$ cat src/rtl/bcd_countdown_timer_if.sv
// Keypad/control side of the mm:ss countdown timer: digit entry, run control
// and the BCD display/status returned to the display drivers.
interface bcd_countdown_timer_if #(
  parameter int MIN_DIGITS = 2
);
  logic [3:0]              digit;
  logic                    load;
  logic                    enable;
  logic                    add30;
  logic [3:0]              sec_ones;
  logic [3:0]              sec_tens;
  logic [4*MIN_DIGITS-1:0] mins;
  logic                    zero;
  logic                    done;
  logic                    running;

  modport master (
    output digit, load, enable, add30,
    input  sec_ones, sec_tens, mins, zero, done, running
  );

  modport slave (
    input  digit, load, enable, add30,
    output sec_ones, sec_tens, mins, zero, done, running
  );
endinterface

$ cat src/rtl/bcd_countdown_timer.sv
// Parametrised BCD mm:ss countdown: keypad shift entry, +30 s quick-add,
// prescaled per-second decrement with pause that keeps the sub-second phase.
module bcd_countdown_timer #(
  parameter int MIN_DIGITS    = 2,
  parameter int TICKS_PER_SEC = 1
) (
  input  logic                 i_clock,
  input  logic                 i_clear,
  bcd_countdown_timer_if.slave io_tmr
);
  localparam int              PW     = (TICKS_PER_SEC > 1) ? $clog2(TICKS_PER_SEC) : 1;
  localparam logic [PW-1:0]   P_TERM = PW'(TICKS_PER_SEC - 1);

  logic [3:0]                 r_sec_ones;
  logic [3:0]                 r_sec_tens;
  logic [MIN_DIGITS-1:0][3:0] r_mins;
  logic [PW-1:0]              r_presc;
  logic                       r_done;

  logic                       w_zero;
  logic                       w_load;
  logic                       w_add;
  logic                       w_count;
  logic                       w_tick;

  logic [3:0]                 w_dec_ones;
  logic [3:0]                 w_dec_tens;
  logic [MIN_DIGITS-1:0][3:0] w_dec_mins;
  logic                       w_dec_zero;

  logic [3:0]                 w_add_ones;
  logic [3:0]                 w_add_tens;
  logic [MIN_DIGITS-1:0][3:0] w_add_mins;

  assign w_zero  = (r_sec_ones == 4'd0) && (r_sec_tens == 4'd0) && (r_mins == '0);
  assign w_load  = io_tmr.load & ~io_tmr.enable;
  assign w_add   = ~w_load & io_tmr.add30;
  assign w_count = io_tmr.enable & ~w_zero;
  assign w_tick  = w_count && (r_presc == P_TERM);

  // BCD borrow chain; sec_tens wraps to 5, every other digit to 9.
  always_comb begin
    logic b;
    b          = 1'b0;
    w_dec_ones = r_sec_ones - 4'd1;
    if (r_sec_ones == 4'd0) begin
      w_dec_ones = 4'd9;
      b          = 1'b1;
    end
    w_dec_tens = r_sec_tens;
    if (b) begin
      if (r_sec_tens == 4'd0) begin
        w_dec_tens = 4'd5;
      end else begin
        w_dec_tens = r_sec_tens - 4'd1;
        b          = 1'b0;
      end
    end
    w_dec_mins = r_mins;
    for (int k = 0; k < MIN_DIGITS; k++) begin
      if (b) begin
        if (r_mins[k] == 4'd0) begin
          w_dec_mins[k] = 4'd9;
        end else begin
          w_dec_mins[k] = r_mins[k] - 4'd1;
          b             = 1'b0;
        end
      end
    end
  end

  assign w_dec_zero = (w_dec_ones == 4'd0) && (w_dec_tens == 4'd0) && (w_dec_mins == '0);

  // +30 s: carry into minutes when sec_tens passes 5; overflow saturates.
  always_comb begin
    logic c;
    c          = 1'b0;
    w_add_ones = r_sec_ones;
    w_add_mins = r_mins;
    if (r_sec_tens <= 4'd2) begin
      w_add_tens = r_sec_tens + 4'd3;
    end else begin
      w_add_tens = r_sec_tens - 4'd3;
      c          = 1'b1;
    end
    for (int k = 0; k < MIN_DIGITS; k++) begin
      if (c) begin
        if (r_mins[k] == 4'd9) begin
          w_add_mins[k] = 4'd0;
        end else begin
          w_add_mins[k] = r_mins[k] + 4'd1;
          c             = 1'b0;
        end
      end
    end
    if (c) begin
      w_add_mins = {MIN_DIGITS{4'd9}};
      w_add_tens = 4'd5;
      w_add_ones = 4'd9;
    end
  end

  // An add30 on a terminal-count cycle leaves the prescaler at P_TERM, so
  // the pending tick fires on the next eligible cycle.
  always_ff @(posedge i_clock) begin
    if (i_clear) begin
      r_sec_ones <= 4'd0;
      r_sec_tens <= 4'd0;
      r_mins     <= '0;
      r_presc    <= '0;
      r_done     <= 1'b0;
    end else begin
      r_done <= 1'b0;
      if (w_load) begin
        r_presc <= '0;
        if (io_tmr.digit <= 4'd9) begin
          r_sec_ones <= io_tmr.digit;
          r_sec_tens <= r_sec_ones;
          r_mins[0]  <= r_sec_tens;
          for (int k = 1; k < MIN_DIGITS; k++) r_mins[k] <= r_mins[k-1];
        end
      end else if (w_add) begin
        r_sec_ones <= w_add_ones;
        r_sec_tens <= w_add_tens;
        r_mins     <= w_add_mins;
      end else if (w_count) begin
        if (w_tick) begin
          r_presc    <= '0;
          r_sec_ones <= w_dec_ones;
          r_sec_tens <= w_dec_tens;
          r_mins     <= w_dec_mins;
          r_done     <= w_dec_zero;
        end else begin
          r_presc <= r_presc + PW'(1);
        end
      end
    end
  end

  assign io_tmr.sec_ones = r_sec_ones;
  assign io_tmr.sec_tens = r_sec_tens;
  assign io_tmr.mins     = r_mins;
  assign io_tmr.zero     = w_zero;
  assign io_tmr.done     = r_done;
  assign io_tmr.running  = io_tmr.enable & ~w_zero;

endmodule

$ cat src/flat_wrapper.sv
// flat-port wrapper written by rule: the top's interface ports become plain ports
module bcd_countdown_timer_flat 
#(
  parameter int MIN_DIGITS    = 2,
  parameter int TICKS_PER_SEC = 1
)
  (i_clock, i_clear, io_tmr_digit, io_tmr_load, io_tmr_enable, io_tmr_add30, io_tmr_sec_ones, io_tmr_sec_tens, io_tmr_mins, io_tmr_zero, io_tmr_done, io_tmr_running);
  bcd_countdown_timer_if #(.MIN_DIGITS(MIN_DIGITS)) io_tmr_i ();
  input  logic i_clock;
  input  logic i_clear;
  input wire logic [$bits(io_tmr_i.digit)-1:0] io_tmr_digit;
  input wire logic [$bits(io_tmr_i.load)-1:0] io_tmr_load;
  input wire logic [$bits(io_tmr_i.enable)-1:0] io_tmr_enable;
  input wire logic [$bits(io_tmr_i.add30)-1:0] io_tmr_add30;
  output wire logic [$bits(io_tmr_i.sec_ones)-1:0] io_tmr_sec_ones;
  output wire logic [$bits(io_tmr_i.sec_tens)-1:0] io_tmr_sec_tens;
  output wire logic [$bits(io_tmr_i.mins)-1:0] io_tmr_mins;
  output wire logic [$bits(io_tmr_i.zero)-1:0] io_tmr_zero;
  output wire logic [$bits(io_tmr_i.done)-1:0] io_tmr_done;
  output wire logic [$bits(io_tmr_i.running)-1:0] io_tmr_running;
  assign io_tmr_i.digit = io_tmr_digit;
  assign io_tmr_i.load = io_tmr_load;
  assign io_tmr_i.enable = io_tmr_enable;
  assign io_tmr_i.add30 = io_tmr_add30;
  assign io_tmr_sec_ones = io_tmr_i.sec_ones;
  assign io_tmr_sec_tens = io_tmr_i.sec_tens;
  assign io_tmr_mins = io_tmr_i.mins;
  assign io_tmr_zero = io_tmr_i.zero;
  assign io_tmr_done = io_tmr_i.done;
  assign io_tmr_running = io_tmr_i.running;
  bcd_countdown_timer #(.MIN_DIGITS(MIN_DIGITS), .TICKS_PER_SEC(TICKS_PER_SEC)) u_core (.i_clock(i_clock), .i_clear(i_clear), .io_tmr(io_tmr_i));
endmodule
$ cat config.mk
export PLATFORM = sky130hd
export DESIGN_NAME = bcd_countdown_timer_flat
export DESIGN_NICKNAME = d
export VERILOG_FILES = /design/src/rtl/bcd_countdown_timer_if.sv /design/src/rtl/bcd_countdown_timer.sv /design/src/flat_wrapper.sv
export SDC_FILE = /design/constraint.sdc
export NUM_CORES = 1
export LEC_CHECK = 0
export ABC_CLOCK_PERIOD_IN_PS = 2800
export CORE_UTILIZATION = 40
export CTS_CLUSTER_SIZE = 10
export DETAILED_ROUTE_END_ITERATION = 6
export GPL_TIMING_DRIVEN = 0
export HOLD_SLACK_MARGIN = 0.1
export SYNTH_ARGS = -nofsm -noshare
export SYNTH_HDL_FRONTEND = slang
export SYNTH_SLANG_ARGS = --single-unit
export TNS_END_PERCENT = 10
$ cat constraint.sdc
create_clock -name i_clock -period 2.8 [get_ports i_clock]
set_input_delay 0.7 -clock i_clock [delete_from_list [all_inputs] [get_ports i_clock]]
set_output_delay 0.7 -clock i_clock [all_outputs]
set_load 0.01 [all_outputs]
Yosys cells after proc, flatten, opt, wreduce, memory -nomap -nowiden
Index checks and enable logic that the tools add are counted.
{"block": "classes", "eq_ne": 6, "bitwise": 10, "n_reduce_logical": 22, "n_mux": 41, "order_cmp": 2, "n_addsub": 9}
{"operator": "two-way mux 4 bit", "count": 24}
{"operator": "two-way mux 8 bit", "count": 6}
{"operator": "zero test 4 bit", "count": 6}
{"operator": "zero test 8 bit", "count": 2}
{"operator": "subtractor 4 x 1 -> 4 bit, second input constant", "count": 4}
{"operator": "AND reduction 4 bit", "count": 3}
{"operator": "two-way mux 1 bit", "count": 11}
{"operator": "adder 4 x 1 -> 4 bit, second input constant", "count": 2}
{"operator": "equality test 4 bit, second input constant", "count": 2}
{"operator": "!= test 4 x 3 -> 1 bit, second input constant", "count": 2}
{"operator": "inverter 1 bit", "count": 7}
{"operator": "nonzero test 3 bit", "count": 2}
{"operator": "logical AND 1 bit", "count": 5}
{"operator": "OR reduction 5 bit", "count": 1}
{"operator": "adder 4 x 2 -> 4 bit, second input constant", "count": 1}
{"operator": "less-or-equal comparator 4 x 2 -> 1 bit, second input constant", "count": 1}
{"operator": "less-or-equal comparator 4 bit, second input constant", "count": 1}
{"operator": "subtractor 4 x 2 -> 4 bit, second input constant", "count": 1}
{"operator": "bitwise AND 1 bit", "count": 3}
{"operator": "!= test 3 x 2 -> 1 bit, second input constant", "count": 1}
{"operator": "AND reduction 3 bit", "count": 1}
{"operator": "!= test 2 bit, second input constant", "count": 1}
{"operator": "AND reduction 2 bit", "count": 1}
{"operator": "OR reduction 2 bit", "count": 1}
{"operator": "adder 1 bit, second input constant", "count": 1}
{"block": "totals", "elab_cells": 96, "output_inout_bits": 19, "regBits": 18, "input_bits": 9}

Logic depth before layout (Yosys ltp)
{"block": "logic_depth", "word_depth": 10, "depth_mapped": 8, "ltp_nobuf": 7}

Least setup slack after synthesis
No wires, ideal clock.
{"block": "synth_path", "path_kind": "reg-to-output", "start": "register u_core.r_sec_ones[0] (netlist: u_core.io_tmr.sec_ones[0])", "end": "output io_tmr_running", "slack_ns": 0.161, "arrival_ns": 1.939, "stages_incl_launch_ff": 7, "required_ns": 2.100, "path_buffers": 1, "path_cell_list": "dfxtp_1 > inv_1 > ha_1 > or4b_1 > buf_6 > nor4_4 > nor2_1"}
{"block": "synth_between", "elab_chain_len": 5}
{"item": "from (decl)", "line_no": "bcd_countdown_timer.sv:14", "rtl": "logic [3:0] r_sec_ones;"}
{"item": "from (signal assigned)", "line_no": "bcd_countdown_timer.sv:117", "rtl": "r_sec_ones <= io_tmr.digit;"}
{"item": "from (signal assigned)", "line_no": "bcd_countdown_timer.sv:123", "rtl": "r_sec_ones <= w_add_ones;"}
{"item": "from (signal assigned)", "line_no": "bcd_countdown_timer.sv:129", "rtl": "r_sec_ones <= w_dec_ones;"}
{"item": "zero test 4 bit", "line_no": "bcd_countdown_timer.sv:35", "rtl": "assign w_zero = (r_sec_ones == 4'd0) && (r_sec_tens == 4'd0) && (r_mins == '0);"}
{"item": "logical AND 1 bit (2 in a row)", "line_no": "bcd_countdown_timer.sv:35"}
{"item": "net io_tmr_zero", "line_no": "flat_wrapper.sv:18", "rtl": "output wire logic [$bits(io_tmr_i.zero)-1:0] io_tmr_zero;"}
{"item": "inverter 1 bit", "line_no": "bcd_countdown_timer.sv:145", "rtl": "assign io_tmr.running = io_tmr.enable & ~w_zero;"}
{"item": "bitwise AND 1 bit", "line_no": "bcd_countdown_timer.sv:145"}
{"item": "to (decl)", "line_no": "flat_wrapper.sv:20", "rtl": "output wire logic [$bits(io_tmr_i.running)-1:0] io_tmr_running;"}
The timed path passes the listed nets, and every way through them passes these cells.

Worst setup path in the final report
{"block": "layout_path", "start": "register u_core.r_sec_ones[0] (netlist: u_core.io_tmr.sec_ones[0])", "end": "output io_tmr_running"}
{"block": "layout_between", "elab_chain_len": 5}
{"item": "zero test 4 bit", "line_no": "bcd_countdown_timer.sv:35"}
{"item": "logical AND 1 bit (2 in a row)", "line_no": "bcd_countdown_timer.sv:35"}
{"item": "inverter 1 bit", "line_no": "bcd_countdown_timer.sv:145"}
{"item": "bitwise AND 1 bit", "line_no": "bcd_countdown_timer.sv:145"}
Every way passes these cells.

==> impl_metrics.env <==
export IMPL_ys_top_cells_by_area="dfxtp_1, ha_1, a21oi_1"
export IMPL_htree_levels=1
export IMPL_synth_top_area_share=0.189
export IMPL_timing_final_setup_violations=1
export IMPL_rsz0062_at_grt="true"
export IMPL_cts_sinks=18
export IMPL_num_io_pins=28
export IMPL_timing_max_slew_rel_slack=0.384
export IMPL_synth_cells_most_frequent="nor2_1, a21oi_1, dfxtp_1"
export IMPL_synth_enable_flop_cells=0
export IMPL_clk_pin_slew_worst_paths_ns=0.08
export IMPL_grt_max_degree=11
export IMPL_number_of_diodes=0
export IMPL_tritoncts_num_buffers=3
export IMPL_reg2regPathDepth=6
export IMPL_die_y_um=71.1
export IMPL_pwr_share_seq=0.255
export IMPL_utilization=0.535
export IMPL_design_die_area_sq_um=5050
export IMPL_dominantRegCellSynth="dfxtp_1"
export IMPL_yosysTopAreaCell="dfxtp_1"
export IMPL_dr_total_vias=2183
export IMPL_cts_hold_buffers=0
export IMPL_synth_area_sq_um=1910
export IMPL_via_per_inst=6.40
export IMPL_post_synth_cell_area_avg_sq_um=7.46
export IMPL_ant_nets=0
export IMPL_start_util=0.427
export IMPL_hold_class="flop to flop"
export IMPL_yosysMostFrequentCell="nor2_1"
export IMPL_port_buffer_count=26
export IMPL_worst_setup_margin_ns=-0.0203
export IMPL_met2_wirelength_um=2890
export IMPL_arrival_ns=2.12
export IMPL_dp_hpwl_um=4700
export IMPL_top_layer="met4"
export IMPL_drv_max_cap_violation_count=0
export IMPL_slowest_library_cell_on_the_worst_path="or4b_1"
export IMPL_post_route_drc_count=0
export IMPL_yosys_warnings=0
export IMPL_endpoint_kind="primary output"
export IMPL_finalMaxSlewViolations=0
export IMPL_met3_length_um=511
export IMPL_postSynthCellCount=256
export IMPL_failed_checks="setup timing"
export IMPL_critPathKind="flop to primary output"
export IMPL_final_layout_size_suffix_gt1_frac=0.138
export IMPL_wire_per_inst_um=19.2
export IMPL_power_density_cell_area_nw_per_um2=597
export IMPL_synthDistinctLibCells=62
export IMPL_power_frac_comb=0.582
export IMPL_core_area_sq_um=4470
export IMPL_synthesis_stage_register_bit_count=18
export IMPL_finalWorstPathRequiredPeriod_ns=2.82
export IMPL_numPlacedInstances=334
export IMPL_run_status="finished with violations"
export IMPL_final_hold_viol_count=0
export IMPL_cts_tree="done"
export IMPL_synthArstFlopShare=0
export IMPL_nets=311
export IMPL_area_growth_syn_to_layout_pct=25.4
export IMPL_crit_path_max_incr_delay_ns=0.45
export IMPL_initial_drt_pass_iterations=5
export IMPL_critical_path_max_fanout=10
export IMPL_dieWidth_um=71.1
export IMPL_hold_path_cell_count=2
export IMPL_total_switching_power_mw=0.640
export IMPL_cts_path_max_buffers=2
export IMPL_drt_iter0_drc=218
export IMPL_required_time_at_the_worst_slack_endpoint_ns=2.10
export IMPL_pre_cts_slack_ns=-0.515
export IMPL_track_usage=0.270
export IMPL_power_leakage_nw=0.870
export IMPL_timing_fmax_ghz=0.355
export IMPL_placementRows=24
export IMPL_internal_power_mw=0.789
export IMPL_grt_antenna_before_repair=0
export IMPL_grt_pass1_vias=2015
export IMPL_final_wtd_congestion=0.915
export IMPL_ctsRootBufferMaster="clkbuf_8"
export IMPL_clk_latency_worst_skew_pair_ns=0.27
export IMPL_worst_ir_drop_on_vdd_mv=0.268
export IMPL_power_frac_clock=0.163
export IMPL_drt_wl_total_um=6550
export IMPL_kind_of_launch_point_of_the_worst_setup_path="flop"
export IMPL_globalRoute_totalOverflow=0
export IMPL_grt_first_pass_wirelength_um=10500
export IMPL_worst_pin_slew_ns=0.922
export IMPL_layout_cells_non_filler=341
export IMPL_post_synthesis_net_count=277
export IMPL_timing_clock_skew_ns=0.00761
export IMPL_switching_share=0.448
export IMPL_m1WireLength_um=3030
export IMPL_period_share=1.01
export IMPL_synth_seq_area_share=0.189
export IMPL_timing_critical_path_cells="inv_4, ha_4, or4b_1, buf_6, nor4_4, buf_4, nor2_1, clkdlybuf4s15_1"
path summary, 6_finish.rpt:
| kind | slack (ns) | endpoint | from |
|---|---|---|---|
| max reg2reg | 0.11 | u_core.io_tmr.sec_ones[3]$_SDFFE_PP0P_ | u_core.io_tmr.sec_tens[1]$_SDFFE_PP0P_ |
| min | 0.48 | u_core.r_presc$_SDFFE_PP0P_ | u_core.r_presc$_SDFFE_PP0P_ |
| max | -0.02 | io_tmr_running | u_core.io_tmr.sec_ones[0]$_SDFFE_PP0P_ |
| min reg2reg | 0.48 | u_core.r_presc$_SDFFE_PP0P_ | u_core.r_presc$_SDFFE_PP0P_ |
cell usage in the layout (no fill, tap or decap), types with 6 or more instances in the layout:
| cell | count |
|---|---|
| clkbuf_1 | 16 |
| nand3_1 | 8 |
| inv_1 | 8 |
| nor2_1 | 26 |
| o31ai_1 | 6 |
| o211ai_1 | 6 |
| ha_1 | 8 |
| nor4_1 | 7 |
| dfxtp_1 | 14 |
| a21oi_1 | 22 |
| nand2_1 | 14 |
| nor3_1 | 7 |
| o21ai_0 | 11 |
| clkdlybuf4s50_1 | 24 |
sequential cells by signal (all words and copies together) (netlist names):
signal	count
u_core.io_tmr.sec_tens	4
u_core.io_tmr.sec_ones	4
u_core.io_tmr.mins	8
u_core.io_tmr.done	1
u_core.r_presc	1
routing by layer:
| metal | vias up | track usage |
|---|---|---|
| met5 | - | 0 |
| met4 | 0 | 0.0711 |
| met3 | 16 | 0.0541 |
| met2 | 106 | 0.428 |
| met1 | 1013 | 0.375 |
| li1 | 1048 | - |
final cells by class:
class | count | area (sq um)
fill | 447 | 2080
multi-input combinational | 207 | 1490
sequential | 18 | 370
timing repair buffer | 29 | 283
buffer | 18 | 76.3
tap | 52 | 65.1
clock buffer | 4 | 55.1
inverter | 13 | 51.3
worst max-delay path, delay by kind of cell (launching register included):
kind | cells | cell delay (ns)
buffers and inverters | 4 | 0.66
AND/OR/NAND/NOR | 3 | 0.65
flip-flops | 1 | 0.38
adder cells (fa/ha/maj) | 1 | 0.15
power by group through the flow:
stage	combinational, mW	sequential, mW	clock, mW
2_1_floorplan	0.512	0.361	0
3_3_place_gp	0.760	0.360	0
3_5_place_dp	0.759	0.360	0
4_1_cts	0.804	0.360	0.233
5_1_grt	0.908	0.372	0.240
6_report	0.832	0.364	0.233
repair_timing:
action | CTS | global route
endpoints found under the setup margin | 5 | 8
pin swaps | 1 | 0
setup buffers | 3 | 0
resized for setup | 24 | 5
metrics by stage:
stage | TNS, ns | area, sq um | hold WS, ns | power (mW)
detailed placement | -3.61 | 2230 | 0.447 | 1.12
global placement | -3.29 | 2230 | 0.444 | 1.12
CTS | 0 | 2370 | 0.460 | 1.40
floorplan | 0 | 1910 | 0.425 | 0.874
global route | -0.105 | 2390 | 0.492 | 1.52
finish | -0.0203 | 2390 | 0.475 | 1.43
cells by family (layout without fill, tap and decap cells):
group,after synthesis,count (layout),share of synthesized area
AO/OA/AOI/OAI,86,86,0.311
flip-flops,18,18,0.189
buffers and inverters,31,64,0.0655
AND/OR/NAND/NOR,98,98,0.292
adder cells (fa/ha/maj),12,12,0.0826
XOR/XNOR,6,6,0.0275
multiplexers,5,5,0.0328
No activity file was read; power rests on OpenSTA's default activity.
